### config.mk
export PLATFORM = sky130hd
export DESIGN_NAME = jtag_uart_avalon_slave
export DESIGN_NICKNAME = d
export VERILOG_FILES = /design/src/rtl/jtag_uart_pkg.sv /design/src/rtl/sync_fifo.sv /design/src/rtl/jtag_uart_avalon_slave.sv
export SDC_FILE = /design/constraint.sdc
export NUM_CORES = 1
export LEC_CHECK = 0
export CORE_AREA = 2 2 358 360
export DETAILED_ROUTE_END_ITERATION = 7
export DIE_AREA = 0 0 360 362
export PLACE_DENSITY = 0.5
export SLEW_MARGIN = 20
export SYNTH_ARGS = -nofsm -noshare
export SYNTH_HDL_FRONTEND = slang
export SYNTH_HIERARCHICAL = 1
export SYNTH_SLANG_ARGS = --single-unit
### constraint.sdc
create_clock -name clk -period 4.95 [get_ports clk]
set_input_delay 0.99 -clock clk [delete_from_list [all_inputs] [get_ports clk]]
set_output_delay 0.99 -clock clk [all_outputs]
set_load 0.05 [all_outputs]
### src/rtl/jtag_uart_pkg.sv
// Shared constants and FSM state type for the JTAG UART Avalon slave.
package jtag_uart_pkg;

  // Register map
  localparam logic ADDR_DATA = 1'b0;
  localparam logic ADDR_CTRL = 1'b1;

  // Register bit positions
  localparam int unsigned BIT_RE     = 0;
  localparam int unsigned BIT_WE     = 1;
  localparam int unsigned BIT_RI     = 8;
  localparam int unsigned BIT_WI     = 9;
  localparam int unsigned BIT_RVALID = 15;

  // Bus handshake: one wait state then acknowledge
  typedef enum logic {
    S_IDLE,
    S_ACK
  } state_e;

endpackage

### src/rtl/sync_fifo.sv
// Byte-wide synchronous FIFO with first-word fall-through head and occupancy count.
module sync_fifo #(
  parameter int unsigned DEPTH = 64,
  localparam int unsigned AW = $clog2(DEPTH),
  localparam int unsigned CW = AW + 1
) (
  input  logic          clk,
  input  logic          rst_n,
  input  logic          push_i,
  input  logic [7:0]    wdata_i,
  input  logic          pop_i,
  output logic [7:0]    rdata_o,
  output logic [CW-1:0] count_o,
  output logic          full_o,
  output logic          empty_o
);

  logic [7:0]    mem_q [DEPTH];
  logic [AW-1:0] wr_ptr_q;
  logic [AW-1:0] rd_ptr_q;
  logic [CW-1:0] count_q;
  logic          do_push;
  logic          do_pop;

  assign empty_o = (count_q == '0);
  assign full_o  = (count_q == CW'(DEPTH));
  // A pop in the same cycle frees the slot, so push is accepted even when full
  assign do_pop  = pop_i & !empty_o;
  assign do_push = push_i & (!full_o | do_pop);

  assign rdata_o = mem_q[rd_ptr_q];
  assign count_o = count_q;

  // Pointer and occupancy bookkeeping; pointers wrap naturally at DEPTH
  always_ff @(posedge clk or negedge rst_n) begin
    if (!rst_n) begin
      wr_ptr_q <= '0;
      rd_ptr_q <= '0;
      count_q  <= '0;
    end else begin
      if (do_push) wr_ptr_q <= wr_ptr_q + AW'(1);
      if (do_pop)  rd_ptr_q <= rd_ptr_q + AW'(1);
      count_q <= count_q + CW'(do_push) - CW'(do_pop);
    end
  end

  // Storage array, written only on accepted pushes
  always_ff @(posedge clk) begin
    if (do_push) mem_q[wr_ptr_q] <= wdata_i;
  end

endmodule

### src/rtl/jtag_uart_avalon_slave.sv
// JTAG UART style Avalon-MM slave: data/control registers over RX and TX byte FIFOs.
module jtag_uart_avalon_slave
  import jtag_uart_pkg::*;
#(
  parameter int unsigned DEPTH = 64
) (
  input  logic        clk,
  input  logic        rst_n,
  input  logic        av_chipselect,
  input  logic        av_address,
  input  logic        av_read_n,
  input  logic        av_write_n,
  input  logic [31:0] av_writedata,
  output logic [31:0] av_readdata,
  output logic        av_waitrequest,
  output logic        av_irq,
  input  logic [7:0]  host_rx_data,
  input  logic        host_rx_valid,
  output logic        host_rx_ready,
  output logic [7:0]  host_tx_data,
  output logic        host_tx_valid,
  input  logic        host_tx_ready
);

  localparam int unsigned CW = $clog2(DEPTH) + 1;

  state_e        state_q, state_d;
  logic [31:0]   readdata_q, readdata_d;
  logic          re_q, re_d, we_q, we_d;
  logic          irq_q, irq_d;

  logic          access, is_rd, take;
  logic          rx_push, rx_pop, rx_full, rx_empty;
  logic          tx_push, tx_pop, tx_full, tx_empty;
  logic [7:0]    rx_head;
  logic [CW-1:0] rx_count, tx_count, rx_nxt, tx_nxt;
  logic [15:0]   ravail, wspace;
  logic          ri, wi;
  logic          unused_wdata;

  assign unused_wdata = ^av_writedata[31:8];

  assign access = av_chipselect & (!av_read_n | !av_write_n);
  assign is_rd  = !av_read_n;
  assign take   = (state_q == S_IDLE) & access;

  assign rx_pop  = take & is_rd & (av_address == ADDR_DATA) & !rx_empty;
  assign tx_push = take & !is_rd & (av_address == ADDR_DATA) & (!tx_full | tx_pop);
  assign tx_pop  = host_tx_valid & host_tx_ready;

  // Ready also opens when full if an Avalon pop lands in the same cycle
  assign host_rx_ready = rst_n & (!rx_full | rx_pop);
  assign rx_push       = host_rx_valid & host_rx_ready;
  assign host_tx_valid = !tx_empty;

  assign ravail = 16'(rx_count - CW'(1));
  assign wspace = 16'(CW'(DEPTH) - tx_count);
  assign ri     = re_q & !rx_empty;
  assign wi     = we_q & (tx_count <= CW'(DEPTH / 4));

  assign rx_nxt = rx_count + CW'(rx_push) - CW'(rx_pop);
  assign tx_nxt = tx_count + CW'(tx_push) - CW'(tx_pop);

  assign av_waitrequest = !rst_n | take;
  assign av_readdata    = readdata_q;
  assign av_irq         = irq_q;

  sync_fifo #(.DEPTH(DEPTH)) u_rx_fifo (
    .clk     (clk),
    .rst_n   (rst_n),
    .push_i  (rx_push),
    .wdata_i (host_rx_data),
    .pop_i   (rx_pop),
    .rdata_o (rx_head),
    .count_o (rx_count),
    .full_o  (rx_full),
    .empty_o (rx_empty)
  );

  sync_fifo #(.DEPTH(DEPTH)) u_tx_fifo (
    .clk     (clk),
    .rst_n   (rst_n),
    .push_i  (tx_push),
    .wdata_i (av_writedata[7:0]),
    .pop_i   (tx_pop),
    .rdata_o (host_tx_data),
    .count_o (tx_count),
    .full_o  (tx_full),
    .empty_o (tx_empty)
  );

  // Access FSM, register side effects and read data capture
  always_comb begin
    state_d    = state_q;
    readdata_d = readdata_q;
    re_d       = re_q;
    we_d       = we_q;
    case (state_q)
      S_IDLE: begin
        if (access) begin
          state_d = S_ACK;
          if (is_rd) begin
            readdata_d = '0;
            if (av_address == ADDR_DATA) begin
              if (!rx_empty) begin
                readdata_d[31:16]      = ravail;
                readdata_d[BIT_RVALID] = 1'b1;
                readdata_d[7:0]        = rx_head;
              end
            end else begin
              readdata_d[31:16]  = wspace;
              readdata_d[BIT_WI] = wi;
              readdata_d[BIT_RI] = ri;
              readdata_d[BIT_WE] = we_q;
              readdata_d[BIT_RE] = re_q;
            end
          end else if (av_address == ADDR_CTRL) begin
            re_d = av_writedata[BIT_RE];
            we_d = av_writedata[BIT_WE];
          end
        end
      end
      S_ACK:   state_d = S_IDLE;
      default: state_d = S_IDLE;
    endcase
    // Interrupt tracks the post-edge FIFO/enable state so it moves with the push/pop
    irq_d = (re_d & (rx_nxt != '0)) | (we_d & (tx_nxt <= CW'(DEPTH / 4)));
  end

  // State and register updates
  always_ff @(posedge clk or negedge rst_n) begin
    if (!rst_n) begin
      state_q    <= S_IDLE;
      readdata_q <= '0;
      re_q       <= 1'b0;
      we_q       <= 1'b0;
      irq_q      <= 1'b0;
    end else begin
      state_q    <= state_d;
      readdata_q <= readdata_d;
      re_q       <= re_d;
      we_q       <= we_d;
      irq_q      <= irq_d;
    end
  end

endmodule

==> flow_summary_export.csv <==
group,metric,value,unit
status,outcome,"finished clean",
floorplanning,core_area,126700,µm²
synth,yosys.area_share.adder,1.600,%
synth,synth_cells,2437,
sta,maxSlewHeadroom,32.71,%
synth,synth-edff-count,1024,
clocking,cts.sinks,1085,
critical_path,path_buf_inv,1,
floorplanning,initial_utilization,34.80,%
clocking,clock_latency,0.72,ns
sta,final-max-slew-violation-count,0,
sta,holdWs,0.3040,ns
sta,finalCriticalPeriod,4.650,ns
sta,fin_skew,0.03754,ns
placement,gp_congestion,0.7993,
drt,vias,22903,
drt,viasPerCell,5.242,
layout,syn_to_final_growth,14.62,%
floorplanning,rows,131,
power,power.density,546.4,nW/µm²
sta,hold_viol,0,
synth,synth_top_flop_cell,"edfxtp_1",
floorplanning,die_h,362,µm
global_routing,grt_first_pass_wirelength,159700,µm
synth,synth.distinct_cells,72,
min_path,hold_path.class,"in -> async",
floorplanning,die_width,360,µm
power,ir_worst_vdd,0.2959,mV
clocking,h-tree-depth,3,
critical_path,startpoint_type,"flip-flop",
critical_path,worst-setup-path-type,"reg -> out",
clocking,root_buffer,"clkbuf_16",
layout,fill_cells,11406,
clocking,cts_inserted_buffers,113,
sta,rsz0062_at_grt,"no",
placement,port_buffers,62,
drt,ant_nets,0,
critical_path,cpMaxStageDelayCell,"dfrtp_4",
sta,max_freq,0.2151,GHz
global_routing,overflow,0,
synth,ys_ff_latch,1085,
power,power,27.61,mW
clocking,cts_resized,0,
synth,synth_top_family_by_area,"multiplexers",
synth,syn_avg_cell_area,18.09,µm²
synth,ys_warn_count,6,
clocking,cts.path.max_buffers,3,
critical_path,slowest_delay,0.79,ns
sta,finalSetupTns,0,ns
drt,first_pass_iters,5,
critical_path,crit_required,3.96,ns
critical_path,arrival,3.66,ns
floorplanning,boundaryPins,92,
synth,synth_top_area_share,69.74,%
global_routing,grt_start_max_net_pins,65,
synth,synth-compound-area-share,4.458,%
synth,ys_seq_area_share,73.20,%
layout,layout-drive-gt1-share,18.70,%
drt,detail_route.wl_per_cell,24.88,µm
synth,netlist_area,44090,µm²
synth,synthArstFlopShare,5.622,%
synth,synth_xor_area_share,0.8939,%
global_routing,grt_use_total,16.65,%
run,cap_violations,0,
sta,setup_viol,0,
power,p_leak,16.75,nW
drt,drc_errors,0,
global_routing,grt_pass1_vias,23366,
floorplanning,dieArea,130300,µm²
layout,final_nets,2716,
sta,min_period_over_period,93.93,%
drt,drtIter0Drc,2124,
sta,worst_slew_pin_slew,1.006,ns
synth,muxShareOfSynthArea,13.32,%
critical_path,cp_max_fo,20,
synth,yosysTopAreaCell,"edfxtp_1",
synth,yosys-top-cells-area,"edfxtp_1, mux4_2, mux2i_1",
placement,place_hpwl,68440,µm
global_routing,antenna_found_initial,1,
clocking,clk_pin_slew,0.06,ns
clocking,cts_tree,"yes",
drt,drt-total-wl,108700,µm
synth,yosys.area_share.simple,4.140,%
critical_path,endpoint_kind,"output pin",
critical_path,worstPathCellList,"mux4_2 > a211oi_1 > o21ai_0 > a32o_1 > clkdlybuf4s50_1",
critical_path,cp_top_family,"compound AO/OA/AOI/OAI gates",
path summary, 6_finish.rpt:
kind,depth (start not counted),from,end,slack (ns)
min,2,rst_n,av_readdata[20],0.30
max in group asynchronous,3,rst_n,u_rx_fifo/rd_ptr_q[1],3.70
min reg2reg,2,av_readdata[4],av_readdata[4],0.46
max reg2reg,18,u_rx_fifo/count_o[4],av_irq,0.64
min in group clk,2,av_readdata[4],av_readdata[4],0.46
max,5,u_tx_fifo/rd_ptr_q[0],host_tx_data[6],0.30
cells in the final DEF, fill, tap and decap left out, types with 32 or more instances in the layout:
| master | Yosys | layout |
|---|---|---|
| mux2i_1 | 233 | 233 |
| nor3_1 | 35 | 35 |
| nand2_1 | 69 | 69 |
| clkdlybuf4s50_1 | 0 | 37 |
| nor2_1 | 175 | 175 |
| edfxtp_1 | 1024 | 1024 |
| clkbuf_16 | 0 | 116 |
| inv_1 | 44 | 44 |
| nand3_1 | 44 | 44 |
| mux4_2 | 153 | 153 |
| dfrtp_1 | 61 | 55 |
| ha_1 | 50 | 50 |
| o22ai_1 | 32 | 32 |
| buf_4 | 29 | 145 |
| a221oi_1 | 34 | 34 |
| o21ai_0 | 42 | 42 |
| a211oi_1 | 32 | 32 |
| xnor2_1 | 34 | 34 |
metrics by stage:
stage / std cells / cell area (µm²) / utilization (%) / setup WS, ns
2_1_floorplan: 2441 / 44110 / - / 0.4118
5_1_grt: 4368 / 50530 / 39.89 / 0.1237
3_3_place_gp: 4160 / 46990 / 37.09 / 0.3273
3_5_place_dp: 4160 / 46990 / 37.09 / 0.3767
6_report: 4369 / 50540 / 39.89 / 0.3003
4_1_cts: 4368 / 50530 / 39.88 / 0.1718
cell families after synthesis:
family / after synthesis
fa+ha+maj: 54
other cells: 1
mux: 394
compound gates: 274
buf+inv: 190
simple gates: 394
flops: 1085
xor+xnor: 45
area by class of cell:
cell class | instances | area (µm²) | share of cell area (%)
sequential | 1085 | 32290 | 63.90
multi-input combinational | 1166 | 10790 | 21.35
clock buffer | 150 | 3100 | 6.135
tap | 1662 | 2079 | 4.115
timing repair buffer | 204 | 1689 | 3.342
clock inverter | 57 | 420.4 | 0.8319
inverter | 44 | 165.2 | 0.3268
antenna | 1 | 2.502 | 0.004952
worst register-to-register path, stage by stage, from the launching register on:
cell,delay [ns]
dfrtp_1,0.45
inv_1,0.11
ha_1,0.15
nor4bb_1,0.36
nor2b_1,0.19
buf_4,0.15
nor2_1,0.05
nand2_1,0.17
inv_1,0.11
ha_1,0.28
inv_1,0.04
ha_1,0.20
fa_1,0.42
nand2b_1,0.14
a21bo_1,0.12
nand3_1,0.07
a2111oi_0,0.62
o2111ai_1,0.30
a32o_1,0.27
cells in the mapped netlist (all sizes together) (3+ instances only):
| cell type | n |
|---|---|
| xnor2 | 34 |
| o21ai | 51 |
| o21bai | 4 |
| a2111oi | 9 |
| a211oi | 32 |
| nand4 | 7 |
| o22ai | 32 |
| a21o | 10 |
| or3b | 3 |
| mux2i | 233 |
| a31oi | 4 |
| a21boi | 3 |
| buf | 91 |
| and4 | 7 |
| nor2b | 17 |
| xor2 | 11 |
| nor2 | 175 |
| o31ai | 3 |
| nand2 | 69 |
| ha | 50 |
| clkbuf | 55 |
| or3 | 4 |
| mux2 | 8 |
| nand2b | 8 |
| and2 | 3 |
| o211ai | 17 |
| nor3 | 36 |
| fa | 4 |
| a22oi | 13 |
| a221oi | 36 |
| edfxtp | 1024 |
| dfrtp | 61 |
| or2 | 6 |
| mux4 | 153 |
| a21oi | 24 |
| nand3b | 8 |
| nand3 | 44 |
| a221o | 10 |
| inv | 44 |
| o221ai | 15 |
registers in the layout, summed over array words and instances, names as in the netlist:
name                count
u_rx_fifo/count_o       7
u_tx_fifo/rd_ptr_q      6
av_irq                  1
u_tx_fifo/count_o       7
state_q                 1
u_rx_fifo/wr_ptr_q      6
u_rx_fifo/rd_ptr_q      6
we_q                    1
av_readdata            19
u_tx_fifo/wr_ptr_q      6
u_rx_fifo/mem_q       512
u_tx_fifo/mem_q       512
re_q                    1
metal layers:
metal / part of all wire (%) / global-route usage, % / vias up
met5: 0 / 0 / -
met4: 2.3 / 4.943 / 0
met3: 5.5 / 2.641 / 153
met2: 47 / 26.57 / 647
met1: 45 / 23.53 / 12014
li1: - / - / 10089
what timing repair did:
| item | in CTS | in global routing |
|---|---|---|
| hold buffers | 0 | 0 |
| endpoints found under the setup margin | 2 | 0 |
| buffers inserted | 1 | 0 |
power by group:
part / leakage (nW) / internal [mW] / switching, mW / total [mW]
Sequential: 9.95 / 10.4 / 0.602 / 11.0
Combinational: 5.07 / 3.47 / 5.09 / 8.56
Clock: 1.73 / 4.59 / 3.51 / 8.10
(Power assumes the default switching activity.)
